`src/rtl/tone_player_pkg.sv`:
```
// Shared types and defaults for the tone player: FSM state encoding,
// tick-counter width, default half-periods and the pitch-to-half-period lookup.
package tone_player_pkg;

  typedef enum logic [1:0] {
    ST_IDLE = 2'd0,
    ST_PLAY = 2'd1,
    ST_GAP  = 2'd2
  } state_t;

  localparam int TICK_W     = 8;
  localparam int HALF_W_DEF = 20;

  // Half-periods in clk cycles at 50 MHz for C4, D4, E4, G4
  localparam int unsigned HALF_P0_DEF = 32'd95420;
  localparam int unsigned HALF_P1_DEF = 32'd85034;
  localparam int unsigned HALF_P2_DEF = 32'd75758;
  localparam int unsigned HALF_P3_DEF = 32'd63776;

  // Select the half-period belonging to a 2-bit pitch code
  function automatic logic [31:0] pick_half(input logic [1:0] pitch,
                                            input logic [31:0] h0,
                                            input logic [31:0] h1,
                                            input logic [31:0] h2,
                                            input logic [31:0] h3);
    logic [31:0] res_s;
    case (pitch)
      2'd0:    res_s = h0;
      2'd1:    res_s = h1;
      2'd2:    res_s = h2;
      2'd3:    res_s = h3;
      default: res_s = h0;
    endcase
    return res_s;
  endfunction

endpackage

```
`src/rtl/tone_player_osc.sv`:
```
// Square-wave oscillator: a half-period down-counter that reloads at 1 and
// toggles the phase. Exposes the next phase so the parent can register a
// gated audio output that lines up with its own state register.
module tone_osc
  import tone_player_pkg::*;
#(
  parameter int HALF_W = HALF_W_DEF
) (
  input  logic              clk,
  input  logic              reset,
  input  logic              load,
  input  logic              enable,
  input  logic [HALF_W-1:0] half_period,
  output logic              phase_next
);

  localparam logic [HALF_W-1:0] CNT_ONE = HALF_W'(1);

  logic [HALF_W-1:0] cnt_r;
  logic [HALF_W-1:0] cnt_nxt_s;
  logic              phase_r;
  logic              phase_nxt_s;

  // Next counter/phase: load starts high, count down while enabled, clear otherwise
  always_comb begin
    cnt_nxt_s   = cnt_r;
    phase_nxt_s = phase_r;
    if (load) begin
      cnt_nxt_s   = half_period;
      phase_nxt_s = 1'b1;
    end else if (enable) begin
      if (cnt_r == CNT_ONE) begin
        cnt_nxt_s   = half_period;
        phase_nxt_s = ~phase_r;
      end else begin
        cnt_nxt_s = cnt_r - CNT_ONE;
      end
    end else begin
      cnt_nxt_s   = {HALF_W{1'b0}};
      phase_nxt_s = 1'b0;
    end
  end

  // Oscillator state register
  always_ff @(posedge clk or posedge reset) begin
    if (reset) begin
      cnt_r   <= {HALF_W{1'b0}};
      phase_r <= 1'b0;
    end else begin
      cnt_r   <= cnt_nxt_s;
      phase_r <= phase_nxt_s;
    end
  end

  assign phase_next = phase_nxt_s;

endmodule

```
`src/rtl/tone_player.sv`:
```
// Plays one note at a time: square wave at the latched pitch for a number of
// 60 Hz ticks, followed by a fixed silent gap, then reports completion.
module tone_player
  import tone_player_pkg::*;
#(
  parameter int unsigned HALF_P0   = HALF_P0_DEF,
  parameter int unsigned HALF_P1   = HALF_P1_DEF,
  parameter int unsigned HALF_P2   = HALF_P2_DEF,
  parameter int unsigned HALF_P3   = HALF_P3_DEF,
  parameter int          HALF_W    = HALF_W_DEF,
  parameter int unsigned GAP_TICKS = 3
) (
  input  logic              clk,
  input  logic              reset,
  input  logic              tick_60hz,
  input  logic              stop,
  input  logic              note_valid,
  output logic              note_ready,
  input  logic [1:0]        note_pitch,
  input  logic              note_volume,
  input  logic [TICK_W-1:0] note_ticks,
  output logic              audio_out,
  output logic [1:0]        cur_pitch,
  output logic              cur_volume,
  output logic              busy,
  output logic              done
);

  localparam logic [TICK_W-1:0] GAP_CNT  = TICK_W'(GAP_TICKS);
  localparam logic [TICK_W-1:0] TICK_ONE = TICK_W'(1);

  state_t            state_r, state_nxt_s;
  logic [TICK_W-1:0] tick_cnt_r, tick_cnt_nxt_s;
  logic [1:0]        pitch_r, pitch_nxt_s;
  logic              vol_r, vol_nxt_s;
  logic              done_r, done_nxt_s;
  logic              audio_r, ready_r, busy_r;
  logic              load_s;
  logic [HALF_W-1:0] half_s;
  logic              phase_nxt_s;

  // Next state, tick counter, latched note and completion pulse
  always_comb begin
    state_nxt_s    = state_r;
    tick_cnt_nxt_s = tick_cnt_r;
    pitch_nxt_s    = pitch_r;
    vol_nxt_s      = vol_r;
    done_nxt_s     = 1'b0;
    load_s         = 1'b0;
    case (state_r)
      ST_IDLE: begin
        if (note_valid && !stop) begin
          if (note_ticks != {TICK_W{1'b0}}) begin
            state_nxt_s    = ST_PLAY;
            tick_cnt_nxt_s = note_ticks;
            pitch_nxt_s    = note_pitch;
            vol_nxt_s      = note_volume;
            load_s         = 1'b1;
          end else begin
            done_nxt_s = 1'b1;
          end
        end else begin
          state_nxt_s = ST_IDLE;
        end
      end
      ST_PLAY: begin
        if (stop) begin
          state_nxt_s    = ST_IDLE;
          tick_cnt_nxt_s = {TICK_W{1'b0}};
          pitch_nxt_s    = 2'd0;
          vol_nxt_s      = 1'b0;
        end else if (tick_60hz) begin
          if (tick_cnt_r == TICK_ONE) begin
            if (GAP_TICKS != 0) begin
              state_nxt_s    = ST_GAP;
              tick_cnt_nxt_s = GAP_CNT;
            end else begin
              state_nxt_s    = ST_IDLE;
              tick_cnt_nxt_s = {TICK_W{1'b0}};
              pitch_nxt_s    = 2'd0;
              vol_nxt_s      = 1'b0;
              done_nxt_s     = 1'b1;
            end
          end else begin
            tick_cnt_nxt_s = tick_cnt_r - TICK_ONE;
          end
        end else begin
          state_nxt_s = ST_PLAY;
        end
      end
      ST_GAP: begin
        if (stop) begin
          state_nxt_s    = ST_IDLE;
          tick_cnt_nxt_s = {TICK_W{1'b0}};
          pitch_nxt_s    = 2'd0;
          vol_nxt_s      = 1'b0;
        end else if (tick_60hz) begin
          if (tick_cnt_r == TICK_ONE) begin
            state_nxt_s    = ST_IDLE;
            tick_cnt_nxt_s = {TICK_W{1'b0}};
            pitch_nxt_s    = 2'd0;
            vol_nxt_s      = 1'b0;
            done_nxt_s     = 1'b1;
          end else begin
            tick_cnt_nxt_s = tick_cnt_r - TICK_ONE;
          end
        end else begin
          state_nxt_s = ST_GAP;
        end
      end
      default: begin
        state_nxt_s    = ST_IDLE;
        tick_cnt_nxt_s = {TICK_W{1'b0}};
        pitch_nxt_s    = 2'd0;
        vol_nxt_s      = 1'b0;
      end
    endcase
  end

  // Half-period for the oscillator: incoming pitch on load, latched pitch otherwise
  always_comb begin
    if (load_s) begin
      half_s = HALF_W'(pick_half(note_pitch, HALF_P0, HALF_P1, HALF_P2, HALF_P3));
    end else begin
      half_s = HALF_W'(pick_half(pitch_r, HALF_P0, HALF_P1, HALF_P2, HALF_P3));
    end
  end

  tone_osc #(.HALF_W(HALF_W)) u_osc (
    .clk        (clk),
    .reset      (reset),
    .load       (load_s),
    .enable     (state_r == ST_PLAY),
    .half_period(half_s),
    .phase_next (phase_nxt_s)
  );

  // State, counters and registered outputs
  always_ff @(posedge clk or posedge reset) begin
    if (reset) begin
      state_r    <= ST_IDLE;
      tick_cnt_r <= {TICK_W{1'b0}};
      pitch_r    <= 2'd0;
      vol_r      <= 1'b0;
      done_r     <= 1'b0;
      audio_r    <= 1'b0;
      ready_r    <= 1'b1;
      busy_r     <= 1'b0;
    end else begin
      state_r    <= state_nxt_s;
      tick_cnt_r <= tick_cnt_nxt_s;
      pitch_r    <= pitch_nxt_s;
      vol_r      <= vol_nxt_s;
      done_r     <= done_nxt_s;
      audio_r    <= phase_nxt_s & vol_nxt_s & (state_nxt_s == ST_PLAY);
      ready_r    <= (state_nxt_s == ST_IDLE);
      busy_r     <= (state_nxt_s != ST_IDLE);
    end
  end

  assign note_ready = ready_r;
  assign busy       = busy_r;
  assign done       = done_r;
  assign audio_out  = audio_r;
  assign cur_pitch  = pitch_r;
  assign cur_volume = vol_r;

endmodule

```
`config.mk`:
```
export PLATFORM = sky130hd
export DESIGN_NAME = tone_player
export DESIGN_NICKNAME = d
export VERILOG_FILES = /design/src/rtl/tone_player_pkg.sv /design/src/rtl/tone_player_osc.sv /design/src/rtl/tone_player.sv
export SDC_FILE = /design/constraint.sdc
export NUM_CORES = 1
export LEC_CHECK = 0
export BUFFER_PORTS_ARGS = -buffer_cell sky130_fd_sc_hd__buf_4
export CAP_MARGIN = 40
export CORE_MARGIN = 2
export CORE_UTILIZATION = 35
export CTS_CLUSTER_SIZE = 16
export DETAILED_ROUTE_END_ITERATION = 7
export PLACE_DENSITY = 0.58
export RECOVER_POWER = 25
export SYNTH_ARGS = -nofsm -noshare
export SYNTH_HDL_FRONTEND = slang
export SYNTH_SLANG_ARGS = --single-unit
export TNS_END_PERCENT = 100
```
`constraint.sdc`:
```
create_clock -name clk -period 5.15 [get_ports clk]
set_clock_uncertainty 0.1 [all_clocks]
set_input_delay 1.03 -clock clk [delete_from_list [all_inputs] [get_ports clk]]
set_output_delay 1.03 -clock clk [all_outputs]
set_load 0.05 [all_outputs]
```
==> metrics.csv <==
metric,value,unit
CTS resizes,0,
Synth Net Count,289,
minimum clock period after layout,2.78,ns
synthesized area,2380,um2
worst flop-to-flop path endpoint,u_osc.cnt_r[15],
Power Density,392,nW/um2
routability congestion estimate,0.833,
Total Power,1.07,mW
Post-CTS Setup Inserts,0,
GR Overflow Total,0,
cell count after synthesis,259,
combinational share of power,0.397,
vias in the first global route,1840,
Worst Hold Class,register to register,
H-Tree Depth,2,
Worst Reg-to-Reg Cells,5,
syn_area_per_cell,9.19,um2
First DRT Iteration DRCs,141,
Reg-to-Reg Start,u_osc.cnt_r[10],
Yosys reg bits,38,
largest net degree at the start of global routing,39,
first-pass GRT wire length,9380,um
Ports,23,
Root Driver,clkbuf_8,
"Max FO, Critical Path",38,
Yosys top cell by area,dfrtp_1,
Residual DRC,0,
Crit Path Category,input pin to async pin,
RSZ-0062 raised after global routing,false,
Seq pwr share,0.396,
Rows,30,
port bufs,22,
Num CTS Buffers,5,
CTS hold repair buffers,0,
clk buf depth,2,
worst hold start,u_osc.cnt_r[0],
Starting Density,0.356,
synth top area cells,"dfrtp_1 39%, ha_1 7.4%, o21ai_0 4.8%, nor2_1 4.4%, xnor2_1 4.0%",
Vias per Instance,5.53,
antenna cells,0,
vias,2023,
slew margin rel.,-0.387,
CP required,5.04,ns
Slew Limit Fails,39,
share of layout cells above drive strength 1,0.171,
antenna violations before repair,0,
Total Nets Final,315,
Post-DP HPWL,4160,um
core area,6680,um2
share of the synthesized area in the top cell type,0.389,
Sw Ratio,0.408,
Max VDD drop,152,uV
leak pwr,1.17,nW
violated checks,"capacitance limit, slew limit",
Clock transition at path regs,0.08,ns
Critical Path Sink Type,async pin,
final instance area,2740,um2
area delta synth->final,15.1,%
clock group share of total power,0.207,
Placed Area,2650,um2
Routed WL,5690,um
R2R setup slack,2.59,ns
# fillers,694,
wire length per cell,15.5,um
Skew-Pair Late Insertion Delay,0.30,ns
Internal,636,uW
post-synthesis cell type count,47,
hold path depth,1,
Worst Hold End,u_osc.cnt_r[0],
setup tns final,0,ns
"Hold Vio Cnt, Final",0,
worst slew pin tran,2.08,ns
number of iterations in the first detailed-routing pass,4,
CTS tree,built,
"Arr. time, crit path",2.67,ns
status,finished with violations,
switching power,438,uW
fmax,360,MHz
yosys warns,0,
remaining antenna violation count,0,
Die X,86.5,um
"Setup violations, final",0,
startpoint type of the worst setup path,input pin,
Total GRT Usage,0.160,
height of the die,86.5,um
Post-synth EDFFs,0,
# Max-Cap Violations,1,
register area share after synthesis,0.400,
ys async rst share,1.00,
Final Cycle Share,0.539,
DIE AREA,7480,um2
clock sink count,38,
Main synth FF type,dfrtp_1,
sequential cells by signal (all words and copies together), names as in the netlist:
| name | cells |
|---|---|
| audio_out | 1 |
| done | 1 |
| tick_cnt_r | 8 |
| u_osc.cnt_r | 20 |
| cur_pitch | 2 |
| state_r | 2 |
| u_osc.phase_r | 1 |
| cur_volume | 1 |
| note_ready | 1 |
| busy | 1 |
cell families after synthesis:
kind of cell / synth area share
compound gates: 0.205
flops: 0.400
fa+ha+maj: 0.0736
mux: 0.00841
simple gates: 0.208
xor+xnor: 0.0662
buf+inv: 0.0389
worst max-delay path: stages:
cell and delay (ns):
clkbuf_4 0.10, inv_1 0.04, clkbuf_1 1.48
worst max path at each step:
stage / start / endpoint / slack, ns / cells past startpoint
2_1_floorplan: note_ticks[3] / tick_cnt_r[2] / 2.57 / 6
3_3_place_gp: note_ticks[3] / u_osc.cnt_r[14] / 2.03 / 5
3_5_place_dp: note_ticks[3] / u_osc.cnt_r[11] / 2.22 / 7
4_1_cts: note_ticks[3] / u_osc.cnt_r[11] / 2.52 / 7
5_1_grt: reset / u_osc.cnt_r[14] / 1.95 / 3
6_report: reset / u_osc.cnt_r[0] / 2.37 / 3
cells in the mapped netlist (all sizes together) (6+ instances only):
cell / number
xnor2: 11
nor2: 28
ha: 14
xor2: 7
nand3: 8
inv: 13
a32oi: 7
o21ai: 28
nor4: 6
dfrtp: 37
nor3: 10
a21oi: 10
nand2: 16
cell usage in the layout, fill, tap and decap left out, types with 2 or more instances in the layout:
cell type,instances
xnor2_1,11
nor2b_1,5
a21oi_1,10
or3_4,3
or4_1,4
or2_2,2
o22ai_1,5
o31ai_1,3
o21ai_2,3
ha_1,14
nand2_1,15
clkbuf_8,6
nor4_1,5
inv_1,13
a21o_1,2
mux2i_1,2
o32a_1,4
a22o_1,3
o211ai_1,2
nor3b_1,4
a32oi_1,7
o21ai_1,2
o21ai_0,23
nor3_1,9
buf_2,2
dfrtp_1,37
buf_4,25
nand3_1,8
nor2_1,28
xor2_1,7
through the flow:
step | std cells | hold slack, ns | util | setup WS [ns]
global placement | 354 | 0.400 | 0.393 | 2.03
global route | 366 | 0.470 | 0.410 | 1.95
floorplan | 259 | 0.372 | - | 2.57
finish | 366 | 0.430 | 0.410 | 2.37
CTS | 366 | 0.438 | 0.411 | 2.52
detailed placement | 358 | 0.412 | 0.397 | 2.22
metal layers:
layer | share of wire | global-route usage | up-vias
met1 | 0.50 | 0.245 | 961
met5 | 0 | 0 | -
met4 | 0.0097 | 0.0497 | 0
met3 | 0.058 | 0.0343 | 4
met2 | 0.43 | 0.222 | 62
li1 | - | - | 996
area by class of cell:
cell class                      count  area [um2]  share of cell area
Multi-Input combinational cell    198        1340               0.487
Sequential cell                    38         952               0.347
Timing Repair Buffer               29         209              0.0762
Tap cell                           80         100              0.0365
Clock buffer                        6        82.6              0.0301
Inverter                           13        48.8              0.0178
Clock inverter                      2        12.5             0.00456
power by group through the flow:
stage	registers [mW]	logic, mW	clock network (mW)
after floorplan	0.438	0.300	0
after global placement	0.429	0.418	0
after detailed placement	0.431	0.421	0
after CTS	0.425	0.425	0.226
after global routing	0.435	0.474	0.240
final	0.426	0.426	0.222
(Power assumes the default switching activity.)
